## config.mk

```make
export PLATFORM = sky130hd
export DESIGN_NAME = aud_i2s_recorder
export DESIGN_NICKNAME = d
export VERILOG_FILES = /design/src/rtl/aud_i2s_recorder.sv
export SDC_FILE = /design/constraint.sdc
export NUM_CORES = 1
export LEC_CHECK = 0
export CAP_MARGIN = 30
export CORE_MARGIN = 1.5
export CORE_UTILIZATION = 40
export CTS_BUF_LIST = sky130_fd_sc_hd__clkbuf_2
export DETAILED_ROUTE_END_ITERATION = 16
export PLACE_DENSITY = 0.65
export SLEW_MARGIN = 15
export SYNTH_ARGS = -nofsm -noshare
export SYNTH_HDL_FRONTEND = slang
export SYNTH_SLANG_ARGS = --single-unit
```

## constraint.sdc

```tcl
create_clock -name i_clk -period 3.7 [get_ports i_clk]
set_input_delay 0.925 -clock i_clk [delete_from_list [all_inputs] [get_ports i_clk]]
set_output_delay 0.925 -clock i_clk [all_outputs]
set_load 0.01 [all_outputs]
```

## src/rtl/aud_i2s_recorder.sv

```systemverilog
//==============================================================================
// Module      : aud_i2s_recorder
// Description : WM8731 ADC capture path. Deserialises one I2S channel per
//               LRCK frame (codec is bus master) and hands each sample, with
//               its SRAM word address, to the SRAM writer over valid/ready.
//               Start / pause / stop are single-cycle key pulses.
// Revision    : 1.0 - initial release
//==============================================================================
`timescale 1ns/1ps
`default_nettype none

module aud_i2s_recorder #(
    parameter int                DATA_W   = 16,
    parameter int                ADDR_W   = 20,
    parameter logic [ADDR_W-1:0] MAX_ADDR = 20'hFFFFF,
    parameter int                CHANNEL  = 0
) (
    input  logic              i_clk,
    input  logic              i_rst,
    input  logic              i_start,
    input  logic              i_pause,
    input  logic              i_stop,
    input  logic              i_AUD_BCLK,
    input  logic              i_AUD_ADCLRCK,
    input  logic              i_AUD_ADCDAT,
    input  logic              i_ready,
    output logic              o_valid,
    output logic [DATA_W-1:0] o_data,
    output logic [ADDR_W-1:0] o_address,
    output logic [ADDR_W-1:0] o_len,
    output logic              o_busy,
    output logic              o_full,
    output logic              o_overrun
);

    // Bit counter holds 0 (waiting for the skipped I2S slot) .. DATA_W
    localparam int                 c_CNT_W    = $clog2(DATA_W + 1);
    localparam logic [c_CNT_W-1:0] c_CNT_ONE  = {{(c_CNT_W-1){1'b0}}, 1'b1};
    localparam logic [c_CNT_W-1:0] c_CNT_LAST = c_CNT_W'(DATA_W);
    localparam logic [ADDR_W-1:0]  c_ADDR_ONE = {{(ADDR_W-1){1'b0}}, 1'b1};

    localparam logic [2:0] c_ST_IDLE    = 3'd0;
    localparam logic [2:0] c_ST_WAIT_LR = 3'd1;
    localparam logic [2:0] c_ST_SHIFT   = 3'd2;
    localparam logic [2:0] c_ST_HOLD    = 3'd3;
    localparam logic [2:0] c_ST_PAUSED  = 3'd4;
    localparam logic [2:0] c_ST_DONE    = 3'd5;

    // Synchroniser stages and previous-cycle copies for edge detection
    logic r_bclk_meta, r_bclk_sync, r_bclk_prev;
    logic r_lr_meta,   r_lr_sync,   r_lr_prev;
    logic r_dat_meta,  r_dat_sync;

    logic [2:0]        r_state;
    logic [c_CNT_W-1:0] r_bit_cnt;
    logic [DATA_W-2:0] r_shift;
    logic [DATA_W-1:0] r_data;
    logic              r_valid;
    logic [ADDR_W-1:0] r_addr;
    logic [ADDR_W-1:0] r_len;
    logic              r_full;
    logic              r_overrun;
    logic              r_pause_pend;

    logic [2:0]        w_state_nxt;
    logic [c_CNT_W-1:0] w_cnt_nxt;
    logic [DATA_W-2:0] w_shift_nxt;
    logic [DATA_W-1:0] w_data_nxt;
    logic              w_valid_nxt;
    logic [ADDR_W-1:0] w_addr_nxt;
    logic [ADDR_W-1:0] w_len_nxt;
    logic              w_full_nxt;
    logic              w_ovr_nxt;
    logic              w_pend_nxt;

    logic              w_bclk_rise;
    logic              w_lr_rise;
    logic              w_lr_fall;
    logic              w_lr_edge;
    logic              w_frame_start;
    logic              w_accept;
    logic              w_start_go;
    logic [DATA_W-1:0] w_shift_in;

    assign w_bclk_rise = r_bclk_sync & ~r_bclk_prev;
    assign w_lr_rise   = r_lr_sync & ~r_lr_prev;
    assign w_lr_fall   = ~r_lr_sync & r_lr_prev;
    assign w_lr_edge   = w_lr_rise | w_lr_fall;
    assign w_accept    = r_valid & i_ready;
    // Pause outranks start when both arrive together
    assign w_start_go  = i_start & ~i_pause;
    assign w_shift_in  = {r_shift, r_dat_sync};

    // Frame start is the LRCK edge that enters the captured half
    generate
        if (CHANNEL == 0) begin : g_left
            assign w_frame_start = w_lr_fall;
        end else begin : g_right
            assign w_frame_start = w_lr_rise;
        end
    endgenerate

    // Next-state and datapath update for the capture state machine
    always_comb begin
        w_state_nxt = r_state;
        w_cnt_nxt   = r_bit_cnt;
        w_shift_nxt = r_shift;
        w_data_nxt  = r_data;
        w_valid_nxt = r_valid;
        w_addr_nxt  = r_addr;
        w_len_nxt   = r_len;
        w_full_nxt  = r_full;
        w_ovr_nxt   = r_overrun;
        w_pend_nxt  = r_pause_pend;

        // A handshake completes regardless of any simultaneous stop
        if (w_accept) begin
            w_len_nxt = r_len + c_ADDR_ONE;
        end

        if (i_stop) begin
            w_state_nxt = c_ST_IDLE;
            w_valid_nxt = 1'b0;
            w_pend_nxt  = 1'b0;
            w_cnt_nxt   = '0;
        end else begin
            case (r_state)
                c_ST_IDLE, c_ST_DONE: begin
                    if (w_start_go) begin
                        w_addr_nxt  = '0;
                        w_len_nxt   = '0;
                        w_full_nxt  = 1'b0;
                        w_ovr_nxt   = 1'b0;
                        w_pend_nxt  = 1'b0;
                        w_state_nxt = c_ST_WAIT_LR;
                    end
                end
                c_ST_WAIT_LR: begin
                    if (i_pause) begin
                        w_state_nxt = c_ST_PAUSED;
                    end else if (w_frame_start) begin
                        w_cnt_nxt   = '0;
                        w_state_nxt = c_ST_SHIFT;
                    end
                end
                c_ST_SHIFT: begin
                    if (i_pause) begin
                        w_state_nxt = c_ST_PAUSED;
                        w_cnt_nxt   = '0;
                    end else if (w_lr_edge) begin
                        // Partial sample is lost; restart only on a qualifying edge
                        w_cnt_nxt = '0;
                        if (!w_frame_start) begin
                            w_state_nxt = c_ST_WAIT_LR;
                        end
                    end else if (w_bclk_rise) begin
                        if (r_bit_cnt == '0) begin
                            // I2S: the first rise after the LRCK edge carries no data
                            w_cnt_nxt = c_CNT_ONE;
                        end else begin
                            w_shift_nxt = w_shift_in[DATA_W-2:0];
                            if (r_bit_cnt == c_CNT_LAST) begin
                                w_data_nxt  = w_shift_in;
                                w_valid_nxt = 1'b1;
                                w_cnt_nxt   = '0;
                                w_state_nxt = c_ST_HOLD;
                            end else begin
                                w_cnt_nxt = r_bit_cnt + c_CNT_ONE;
                            end
                        end
                    end
                end
                c_ST_HOLD: begin
                    if (w_frame_start) begin
                        w_ovr_nxt = 1'b1;
                    end
                    if (i_pause) begin
                        w_pend_nxt = 1'b1;
                    end
                    if (w_accept) begin
                        w_valid_nxt = 1'b0;
                        w_pend_nxt  = 1'b0;
                        if (r_addr == MAX_ADDR) begin
                            w_full_nxt  = 1'b1;
                            w_state_nxt = c_ST_DONE;
                        end else begin
                            w_addr_nxt  = r_addr + c_ADDR_ONE;
                            w_state_nxt = (r_pause_pend | i_pause) ? c_ST_PAUSED : c_ST_WAIT_LR;
                        end
                    end
                end
                c_ST_PAUSED: begin
                    if (w_start_go) begin
                        w_state_nxt = c_ST_WAIT_LR;
                    end
                end
                default: begin
                    w_state_nxt = c_ST_IDLE;
                end
            endcase
        end
    end

    // Input synchronisers and state register; reset ignores the codec lines
    always_ff @(posedge i_clk) begin
        if (i_rst) begin
            r_bclk_meta  <= 1'b0;
            r_bclk_sync  <= 1'b0;
            r_bclk_prev  <= 1'b0;
            r_lr_meta    <= 1'b0;
            r_lr_sync    <= 1'b0;
            r_lr_prev    <= 1'b0;
            r_dat_meta   <= 1'b0;
            r_dat_sync   <= 1'b0;
            r_state      <= c_ST_IDLE;
            r_bit_cnt    <= '0;
            r_shift      <= '0;
            r_data       <= '0;
            r_valid      <= 1'b0;
            r_addr       <= '0;
            r_len        <= '0;
            r_full       <= 1'b0;
            r_overrun    <= 1'b0;
            r_pause_pend <= 1'b0;
        end else begin
            r_bclk_meta  <= i_AUD_BCLK;
            r_bclk_sync  <= r_bclk_meta;
            r_bclk_prev  <= r_bclk_sync;
            r_lr_meta    <= i_AUD_ADCLRCK;
            r_lr_sync    <= r_lr_meta;
            r_lr_prev    <= r_lr_sync;
            r_dat_meta   <= i_AUD_ADCDAT;
            r_dat_sync   <= r_dat_meta;
            r_state      <= w_state_nxt;
            r_bit_cnt    <= w_cnt_nxt;
            r_shift      <= w_shift_nxt;
            r_data       <= w_data_nxt;
            r_valid      <= w_valid_nxt;
            r_addr       <= w_addr_nxt;
            r_len        <= w_len_nxt;
            r_full       <= w_full_nxt;
            r_overrun    <= w_ovr_nxt;
            r_pause_pend <= w_pend_nxt;
        end
    end

    assign o_valid   = r_valid;
    assign o_data    = r_data;
    assign o_address = r_addr;
    assign o_len     = r_len;
    assign o_full    = r_full;
    assign o_overrun = r_overrun;
    assign o_busy    = (r_state == c_ST_WAIT_LR) || (r_state == c_ST_SHIFT) ||
                       (r_state == c_ST_HOLD);

endmodule

`default_nettype wire
```

Word-level counts from Yosys, hierarchy flattened. Cells that the tools add are included.

Add/subtract/negate cells: 3. Eq/ne operators: 26. Mux-type cells: 45. Bitwise gates (word level): 14. Reductions and logical operators: 19.

Operators by type and width (number): $mux W20 (7); $add A20 B1 Y20 const B (2); $pmux W20 S2 (1); $mux W3 (12); $mux W5 (7); $ne A2 B2 Y1 const B (12); $reduce_and A7 Y1 (3); $eq A20 B20 Y1 const B (1); $ne A4 B4 Y1 const B (4); $mux W1 (12); $pmux W3 S4 (1); $pmux W5 S2 (1); $reduce_and A5 Y1 (2); $pmux W1 S2 (4); $reduce_and A4 Y1 (2); $not A1 Y1 (7); $eq A3 B2 Y1 const B (2); $eq A3 B3 Y1 const B (2); $ne A3 B3 Y1 const B (2); $reduce_and A6 Y1 (1); $reduce_bool A2 Y1 (3); $add A5 B1 Y5 const B (1); $and A1 B1 Y1 (5); $eq A5 B5 Y1 const B (1); 9 further kinds (12).

Register bits: 91. Input port bits: 9. Output and inout bits: 60. Logic and storage cells: 125.

Depth between registers and ports, before layout.
Depth after elaboration: 7. Mapped depth: 9. Depth with buffers taken out: 8.

Worst setup path after synthesis. OpenSTA, ideal clock, no wires.

Kind: input port to flip-flop. From: in i_pause. To: reg r_data[10], in the netlist o_data[10]. Setup time: 0.132 ns. Arrival: 2.584 ns. Required time: 3.568 ns. Path slack: 0.983 ns. Stages on the path: 8. Buffers on the path: 2. Cells stage by stage: buf_2 > nor2_1 > nand3_2 > a2111oi_4 > nand3_1 > clkbuf_1 > nand2_1 > a21oi_1.

Longest elaborated chain between the ends: 2.

RTL lines: start: declaration (line 21) `input logic i_pause,`; $not A1 Y1 (no line); $reduce_and A7 Y1 (no line); end signal: assignment (line 237) `r_data <= w_data_nxt;`; end: declaration (line 57) `logic [DATA_W-1:0] r_data;`.

No other way between the ends. A chain may end at the register's enable or synchronous reset.

Worst setup path after layout.
From: in i_pause. To: reg r_addr[15], in the netlist o_address[15].

Longest elaborated chain between the ends: 4.

RTL lines: $not A1 Y1 (no line); $and A1 B1 Y1 (line 91) `assign w_start_go = i_start & ~i_pause;`; $ne A2 B2 Y1 (no line); $reduce_and A5 Y1 (no line); end signal: assignment (line 239) `r_addr <= w_addr_nxt;`; end: declaration (line 59) `logic [ADDR_W-1:0] r_addr;`.

No other way between the ends.

==> flow_metrics.env <==
export IMPL_tightest_slew_ns=0.8292
export IMPL_avgViaCountPerCell=5.136
export IMPL_grt_pass1_vias=3028
export IMPL_fin_skew_ns=0.03792
export IMPL_critPathRequiredTime_ns=4.15
export IMPL_drive_above_1_share_pct=5.827
export IMPL_synth_top_area_cell="dfxtp_1"
export IMPL_clock_fmax_mhz=344.9
export IMPL_initial_core_util_pct=41.75
export IMPL_synth_top_area_share_pct=46.56
export IMPL_maxSlewHeadroom_pct=44.39
export IMPL_io_pins=69
export IMPL_hold_buffers=0
export IMPL_core_um2=9371
export IMPL_synth_net_count=474
export IMPL_cts_root_buf="clkbuf_2"
export IMPL_grt_max_degree=45
export IMPL_maxSlewViolCount=0
export IMPL_final_common_cell="dfxtp_1"
export IMPL_worst_setup_path_type="input port to register"
export IMPL_cts_made_buffers=9
export IMPL_syn2layout_area_growth_pct=24.05
export IMPL_ctsResizeCount=0
export IMPL_fin_nets=541
export IMPL_route_detailed_drc=0
export IMPL_gr_usage_all_layers_pct=16.86
export IMPL_io_buffers=68
export IMPL_cap_violations=0
export IMPL_power_total_uw=1601
export IMPL_synth_cells=460
export IMPL_arrival_ns=3.35
export IMPL_start_kind="input port"
export IMPL_setup_viol=0
export IMPL_overflow=0
export IMPL_fp_dieW_um=101.9
export IMPL_dp_cells=645
export IMPL_fin_cells=661
export IMPL_yosysWarnings=0
export IMPL_antenna_found_initial=0
export IMPL_h_tree_depth=3
export IMPL_synth_area_um2=3913
export IMPL_nFillCells=919
export IMPL_fin_crit_sh_pct=78.36
export IMPL_rsz0062_at_grt="no"
export IMPL_finalInstanceArea_um2=4853
export IMPL_synth_area_leaders="dfxtp_1, nand2_1, nor2_1"
export IMPL_fin_util_pct=51.79
export IMPL_drt_iter0_drc=129
export IMPL_hp_class="register to register"
export IMPL_critPathCaptureType="register"
export IMPL_diodes=0
export IMPL_clkTransAtPathRegs_ns=0.24
export IMPL_synth_edff_count=0
export IMPL_power_leakage_uw=0.001661
export IMPL_cts_buffer_depth=2
export IMPL_path_max_fanout=24
export IMPL_wire_per_inst_um=12.70
export IMPL_gp_congestion=0.8813
export IMPL_ys_ff_latch=91
export IMPL_cts_sinks=91
export IMPL_ir_worst_vdd_v=0.0001921
export IMPL_via_count=3395
export IMPL_finalCriticalPeriod_ns=2.899
export IMPL_yosysSeqAreaShare_pct=46.56
export IMPL_ant_nets=0
export IMPL_clk_latency_ns=0.54
export IMPL_rows=35
export IMPL_die_y_um=101.9
export IMPL_synth_cell_types=45
export IMPL_synth_area_per_cell_um2=8.505
export IMPL_wl_um=8398
export IMPL_cts_tree="yes"
export IMPL_post_cts_setup_buffer_count=0
export IMPL_finalHoldViolCount=0
export IMPL_grt_pass1_wl_um=13950
export IMPL_async_flop_share_pct=0
export IMPL_drt_first_pass_iters=4
export IMPL_mostFrequentLayoutCells="dfxtp_1, clkdlybuf4s50_1, nand2_1, nor2_1, a21oi_1"
export IMPL_p_per_area_nw_per_um2=329.9
export IMPL_dp_hpwl_um=5953
export IMPL_status="complete, no violations"
export IMPL_fin_tns_setup_ns=0
export IMPL_place_area_um2=4721
export IMPL_die_area_um2=10380
export IMPL_ys_flop_type="dfxtp_1"
-- layout make-up --
type / instances / area [um2] / area share, %
inverters: 12 / 45.04 / 0.9281
clock buffers: 9 / 45.04 / 0.9281
flip-flops and latches: 91 / 1822 / 37.54
well taps: 129 / 161.4 / 3.326
clock inverters: 7 / 87.58 / 1.805
repair buffers: 75 / 733.2 / 15.11
multi-input cells: 338 / 1959 / 40.37
-- power by group --
group	leakage (uW)	internal [uW]	switching, uW
clock network	0.0000813	176	367
registers	0.000734	989	3.24
logic	0.000845	23.9	42.1
-- metrics by stage --
stage	hold slack, ns	worst slack, ns
final	0.4621	0.8006
after floorplan	0.4138	0.9833
after CTS	0.4557	0.7877
after global placement	0.4235	0.3786
after detailed placement	0.4266	0.2848
after global routing	0.4789	0.6570
-- cells in the mapped netlist (all sizes together), types with 2 or more instances --
| cell type | number |
|---|---|
| mux2i | 18 |
| xnor2 | 5 |
| o31ai | 5 |
| dfxtp | 91 |
| o21a | 2 |
| nor3b | 2 |
| nor3 | 8 |
| ha | 5 |
| a31oi | 2 |
| nor2 | 55 |
| or3 | 10 |
| o21ai | 18 |
| nand3 | 23 |
| or4 | 7 |
| or2 | 2 |
| and2 | 2 |
| and4 | 5 |
| inv | 12 |
| and3 | 11 |
| xor2 | 16 |
| nor2b | 9 |
| nand2b | 3 |
| buf | 6 |
| nand2 | 64 |
| o211ai | 2 |
| clkbuf | 13 |
| a21oi | 41 |
| nand4 | 9 |
-- worst max-delay path, cell delays in order --
cell	delay [ns]
clkdlybuf4s50_1	0.54
nor4b_1	0.39
o21ai_0	0.21
a21oi_2	0.31
a21boi_2	0.27
or4_1	0.55
a21oi_1	0.15
-- worst paths after layout --
kind | startpoint | endpoint | slack [ns] | cells past startpoint
setup / recovery | i_pause | o_address[15]$_SDFFE_PP0P_ | 0.80 | 7
hold / removal | r_lr_meta$_SDFF_PP0_ | r_lr_sync$_SDFF_PP0_ | 0.46 | 1
setup reg to reg | o_address[0]$_SDFFE_PP0P_ | o_address[12]$_SDFFE_PP0P_ | 1.17 | 8
hold reg to reg | r_lr_meta$_SDFF_PP0_ | r_lr_sync$_SDFF_PP0_ | 0.46 | 1
-- sequential cells by signal, indices dropped and copies added (netlist names), 3 cells and up --
signal     cells
o_data        16
r_bit_cnt      5
o_len         20
r_state        3
o_address     20
r_shift       15
-- metal layers --
layer / track usage [%] / share of wire [%] / up-vias
met3: 3.215 / 3.9 / 6
met1: 21.99 / 49 / 1584
li1: - / - / 1735
met4: 5.690 / 0.74 / 0
met5: 0 / 0 / -
met2: 28.10 / 47 / 70
-- kinds of logic after synthesis --
kind of cell	after synthesis	synth area share, %
DFF	91	46.56
and+or+nand+nor	213	26.38
muxes	19	4.893
AOI/OAI and AO/OA	80	12.50
xor gates and xnor gates	21	4.701
adders and majority gates	5	1.599
buffers and inverters	31	3.358
Note: power is estimated with default switching activity, not from simulation.
